**src/rtl/mult_div_unit.sv**
```systemverilog
// rtl/mult_div_unit.sv - iterative HI/LO multiply/divide unit, one bit per cycle
// Optional signed support via `define MULTDIV_SIGNED_EN (op[0] selects signed when defined).
module mult_div_unit #(
    parameter int W = 32
) (
    input  logic         clk,
    input  logic         rst,
    input  logic         start,
    input  logic [1:0]   op,
    input  logic [W-1:0] a,
    input  logic [W-1:0] b,
    input  logic         hi_we,
    input  logic         lo_we,
    input  logic [W-1:0] wdata,
    output logic         busy,
    output logic         done,
    output logic [W-1:0] hi,
    output logic [W-1:0] lo
);

    localparam logic [1:0] IDLE = 2'd0;
    localparam logic [1:0] RUN  = 2'd1;
    localparam logic [1:0] DONE = 2'd2;
    localparam int CW = $clog2(W + 1);

    logic [1:0]    state;
    logic [CW-1:0] count;
    logic          isDiv;
    logic          bZero;
    logic [W-1:0]  opB;
    logic [W-1:0]  accHi;
    logic [W-1:0]  accLo;
    logic [W-1:0]  aSave;

    logic [W-1:0]  aMag;
    logic [W-1:0]  bMag;

    logic          accept;
    logic [W:0]    mulSum;
    logic [W-1:0]  mulHi;
    logic [W-1:0]  mulLo;
    logic [W:0]    divShift;
    logic [W:0]    divDiff;
    logic          divFits;
    logic [W-1:0]  divHi;
    logic [W-1:0]  divLo;
    logic [W-1:0]  stepHi;
    logic [W-1:0]  stepLo;
    logic [W-1:0]  resHi;
    logic [W-1:0]  resLo;

    assign busy   = (state == RUN);
    assign done   = (state == DONE);
    assign accept = start && (state != RUN);

`ifdef MULTDIV_SIGNED_EN
    logic          inNegA;
    logic          inNegB;
    logic          negA;
    logic          negB;
    logic          ovf;
    logic [2*W-1:0] prodNeg;

    assign inNegA = op[0] & a[W-1];
    assign inNegB = op[0] & b[W-1];
    assign aMag   = inNegA ? -a : a;
    assign bMag   = inNegB ? -b : b;
    assign prodNeg = -{stepHi, stepLo};
`else
    logic unusedOp0;

    assign unusedOp0 = op[0];
    assign aMag      = a;
    assign bMag      = b;
`endif

    // Shift-add: accLo holds the unconsumed multiplier bits, product shifts in from the top.
    assign mulSum = {1'b0, accHi} + (accLo[0] ? {1'b0, opB} : {(W+1){1'b0}});
    assign mulHi  = mulSum[W:1];
    assign mulLo  = {mulSum[0], accLo[W-1:1]};

    // Restoring division: remainder in accHi, dividend shifts out of accLo as quotient shifts in.
    // With a nonzero divisor the shifted remainder is below 2*opB, so bit W is a clean borrow.
    assign divShift = {accHi, accLo[W-1]};
    assign divDiff  = divShift - {1'b0, opB};
    assign divFits  = ~divDiff[W];
    assign divHi    = divFits ? divDiff[W-1:0] : divShift[W-1:0];
    assign divLo    = {accLo[W-2:0], divFits};

    assign stepHi = isDiv ? divHi : mulHi;
    assign stepLo = isDiv ? divLo : mulLo;

    always_comb begin
        resHi = stepHi;
        resLo = stepLo;
`ifdef MULTDIV_SIGNED_EN
        if (!isDiv && (negA ^ negB)) begin
            resHi = prodNeg[2*W-1:W];
            resLo = prodNeg[W-1:0];
        end
        if (isDiv) begin
            if (negA ^ negB) begin
                resLo = -stepLo;
            end
            if (negA) begin
                resHi = -stepHi;
            end
            if (ovf) begin
                resLo = {1'b1, {(W-1){1'b0}}};
                resHi = '0;
            end
        end
`endif
        if (isDiv && bZero) begin
            resHi = aSave;
            resLo = '1;
        end
    end

    always_ff @(posedge clk) begin
        if (rst) begin
            state <= IDLE;
            count <= '0;
            isDiv <= 1'b0;
            bZero <= 1'b0;
            opB   <= '0;
            accHi <= '0;
            accLo <= '0;
            aSave <= '0;
            hi    <= '0;
            lo    <= '0;
        end else begin
            case (state)
                RUN: begin
                    if (count == CW'(W - 1)) begin
                        hi    <= resHi;
                        lo    <= resLo;
                        state <= DONE;
                    end else begin
                        accHi <= stepHi;
                        accLo <= stepLo;
                        count <= count + CW'(1);
                    end
                end
                default: begin
                    if (start) begin
                        state <= RUN;
                        count <= '0;
                        isDiv <= op[1];
                        bZero <= (b == '0);
                        opB   <= bMag;
                        accHi <= '0;
                        accLo <= aMag;
                        aSave <= a;
                    end else begin
                        state <= IDLE;
                        if (hi_we) begin
                            hi <= wdata;
                        end
                        if (lo_we) begin
                            lo <= wdata;
                        end
                    end
                end
            endcase
        end
    end

`ifdef MULTDIV_SIGNED_EN
    always_ff @(posedge clk) begin
        if (rst) begin
            negA <= 1'b0;
            negB <= 1'b0;
            ovf  <= 1'b0;
        end else if (accept) begin
            negA <= inNegA;
            negB <= inNegB;
            ovf  <= op[0] && (a == {1'b1, {(W-1){1'b0}}}) && (b == '1);
        end
    end
`endif

endmodule

```
**config.mk**
```make
export PLATFORM = sky130hd
export DESIGN_NAME = mult_div_unit
export DESIGN_NICKNAME = d
export VERILOG_FILES = /design/src/rtl/mult_div_unit.sv
export SDC_FILE = /design/constraint.sdc
export NUM_CORES = 1
export LEC_CHECK = 0
export BUFFER_PORTS_ARGS = -buffer_cell sky130_fd_sc_hd__buf_2
export CAP_MARGIN = 0
export CORE_AREA = 2 2 174 176
export CTS_CLUSTER_SIZE = 40
export DETAILED_ROUTE_END_ITERATION = 7
export DIE_AREA = 0 0 176 178
export GPL_TIMING_DRIVEN = 0
export PLACE_DENSITY_LB_ADDON = 0.08
export SLEW_MARGIN = 20
export SYNTH_ARGS = -nofsm -noshare
export SYNTH_HDL_FRONTEND = slang
export SYNTH_SLANG_ARGS = --single-unit
```
**constraint.sdc**
```tcl
create_clock -name clk -period 3.7 [get_ports clk]
set_clock_uncertainty 0.05 [all_clocks]
set_input_delay 0.185 -clock clk [delete_from_list [all_inputs] [get_ports clk]]
set_output_delay 0.185 -clock clk [all_outputs]
set_load 0.005 [all_outputs]
```
==> reports/qor.yml <==
clocking:
  root_buffer: "clkbuf_16"
  cts_tree: "yes"
  cts_buffer_depth: 3
  h-tree-depth: 1
  clkLatencyLatePin_ps: 570
  cts.sinks: 202
  cts_buffers: 26
  path_clk_slew_ps: 60
synthesis:
  seq_area_frac_synth: 0.311
  yosys.area.top_type: "dfxtp_1"
  synth-edff-count: 0
  ys_async_sr_fraction: 0
  ys_seq_elements: 202
  synth_cell_type_count: 78
  syn_area_per_cell_um2: 7.44
  synth_flop_cell: "dfxtp_1"
  ys_warn_count: 0
  syn_nets: 1919
  synth_cells: 1749
  ys_top_cells_by_area: "dfxtp_1 31%, a21oi_1 6.8%, ha_1 6.2%, nand2_1 6.2%, nor2_1 5.9%"
  synth_top_area_frac: 0.311
  syn_area_um2: 13000
floorplanning:
  ios: 169
  die_height_um: 178
  std_cell_rows: 63
  dieArea_um2: 31300
  initial_utilization: 0.443
  die_w_um: 176
  core-area_um2: 29400
worst_setup_path:
  end_kind: "flip-flop"
  crit_top_cell: "a21oi_4"
  rrSetupSlack_ps: 50
  cp_slowest_cell: "fa_2"
  crit_buf_inv: 4
  crit_chain: "inv_2, ha_4, inv_1, fa_2, a211oi_4, o211ai_1, a21oi_4, a2bb2oi_4, a21oi_4, xor2_4, buf_8, buf_6, o21ai_1, a31oi_2, a21bo_2"
  worst_ep_required_time_ps: 4110
  crit_path_start_kind: "flip-flop"
  crit_family: "compound AO/OA/AOI/OAI gates"
  slowest_delay_ps: 440
  crit_type: "flip-flop to flip-flop"
  path_max_fanout: 10
  worstPathArrival_ps: 4050
run:
  max_cap_viol_count: 0
final_layout:
  multiInputGateArea_um2: 8480
  diodes: 0
  final_common_cell: "nand2_1"
  final_core_util: 0.554
  nets: 2205
  regArea_um2: 4050
  final_area_um2: 16300
  final_layout_size_suffix_gt1_frac: 0.149
  fillers: 2930
  layout_common_cells: "216 x nand2_1, 203 x nor2_1, 200 x dfxtp_1"
  syn2layout_area_growth_pct: 25.2
placement:
  place_congestion: 0.976
  place_ws_ps: -652
  io_buffers: 167
  dpl.hpwl_mm: 41.0
  placed_area_um2: 14300
routing:
  drcViolationCount: 0
  drtIter0Drc: 1281
  wl_per_cell_um: 21.9
  vias: 14400
  detail-route-antenna-nets: 0
  drt_first_pass_iters: 6
  drt-vias-per-instance: 5.91
  routed_wl_mm: 53.4
timing:
  finalSetupViolations: 0
  report.final.slew_viol_count: 0
  finalCriticalPeriod_ps: 3650
  max_slew_margin: 0.379
  tightest_slew_ps: 932
  max_freq_ghz: 0.274
  setup_ws_ps: 54.2
  holdWs_ps: 10.6
  fin_crit_sh: 0.985
  hold_viol_final: 0
global_route:
  antenna_found_initial: 0
  grt_pass1_vias: 13700
  grt_pass1_wl_mm: 80.0
  track_usage: 0.333
  grt_max_degree: 15
  overflow: 0
power_and_ir_drop:
  power_density_nw_per_um2: 416
  leakage_nw: 6.76
  peakVddDrop_uv: 348
worst_hold_path:
  hold_path_class: "input pin to flip-flop"
run_status:
  status: "completed"
## final timing paths
kind | from | end | depth (start not counted)
setup / recovery | accLo[31] | hi[23] | 15
setup reg to reg | accLo[31] | hi[23] | 15
hold reg to reg | aSave[3] | aSave[3] | 2
hold / removal | wdata[24] | lo[24] | 5
## worst register-to-register path, cell delays in order, from the launching register on
cell and delay, ps:
dfxtp_2 340, inv_2 100, ha_4 140, inv_1 50, fa_2 440, a211oi_4 260
o211ai_1 220, a21oi_4 260, a2bb2oi_4 270, a21oi_4 160, xor2_4 180, buf_8 180
buf_6 170, o21ai_1 220, a31oi_2 210, a21bo_2 280
## registers in the layout, summed over array words and instances, names as in the netlist
signal and cells:
aSave 32, accHi 32, accLo 32, hi 32, lo 32, opB 32
count 6, state 2, bZero 1, isDiv 1
## cells by family (layout without fill, tap and decap cells)
kind of cell	Yosys count	after routing	synth area share
flip-flops	202	202	0.311
AO/OA/AOI/OAI	566	566	0.282
adder cells (fa/ha/maj)	67	67	0.0656
XOR/XNOR	56	56	0.0397
multiplexers	20	20	0.0157
AND/OR/NAND/NOR	661	661	0.231
buffers and inverters	177	481	0.0550
## what timing repair did
action                     in CTS  in global routing
hold endpoints to repair       87                  0
hold buffers                   76                  0
cloned                          0                  1
setup endpoints to repair      62                 74
resized for setup              24                 37
pin swaps                       8                 16
setup buffers                   4                 11
## per-layer routing
metal	global-route usage	share of wire	wire (um)	vias up
met5	0	0	0	-
met4	0.177	0.059	3160	0
met3	0.0488	0.075	3980	156
met2	0.550	0.46	24400	685
met1	0.421	0.41	21900	6779
li1	-	-	-	6829
## Yosys cell counts (7+ instances only)
cell,n
nor3_1,55
a221oi_1,13
nor2_1,204
nor2b_1,9
a22o_1,17
buf_1,15
nand2_1,216
a22oi_1,18
a211oi_1,47
o21a_1,7
and3_1,7
o31ai_1,7
dfxtp_1,202
ha_1,65
mux2i_1,17
o211ai_1,43
a21oi_1,176
clkbuf_1,96
and2_1,69
nand3_1,29
xnor2_1,29
nand4_1,16
inv_1,50
o21bai_1,8
xor2_1,25
nor4_1,14
buf_2,8
a211o_1,13
o21ai_0,113
a31oi_1,23
a21o_1,25
nand2b_1,16
## through the flow
stage	total power, mW	setup TNS, ps	cells
after floorplan	3.52	0	1749
after global placement	4.14	-17860	2306
after detailed placement	4.15	-19830	2306
after CTS	6.69	0	2432
after global routing	7.05	-26.3	2443
final	6.78	0	2443
## where the power goes
part / internal [mW] / leakage, nW / switching, mW / total [mW]
sequential: 2.34 / 1.66 / 0.131 / 2.47
combinational: 0.715 / 4.69 / 1.15 / 1.86
clock: 1.40 / 0.409 / 1.06 / 2.45
total: 4.45 / 6.76 / 2.33 / 6.78
## area by class of cell
type	count	area share
clock buffer	36	0.0453
inverter	52	0.0120
multi-input combinational	1370	0.520
timing repair buffer	259	0.105
tap	390	0.0299
clock inverter	10	0.00484
sequential	202	0.248
buffer	124	0.0338
Power figures use the tool's default switching activity.
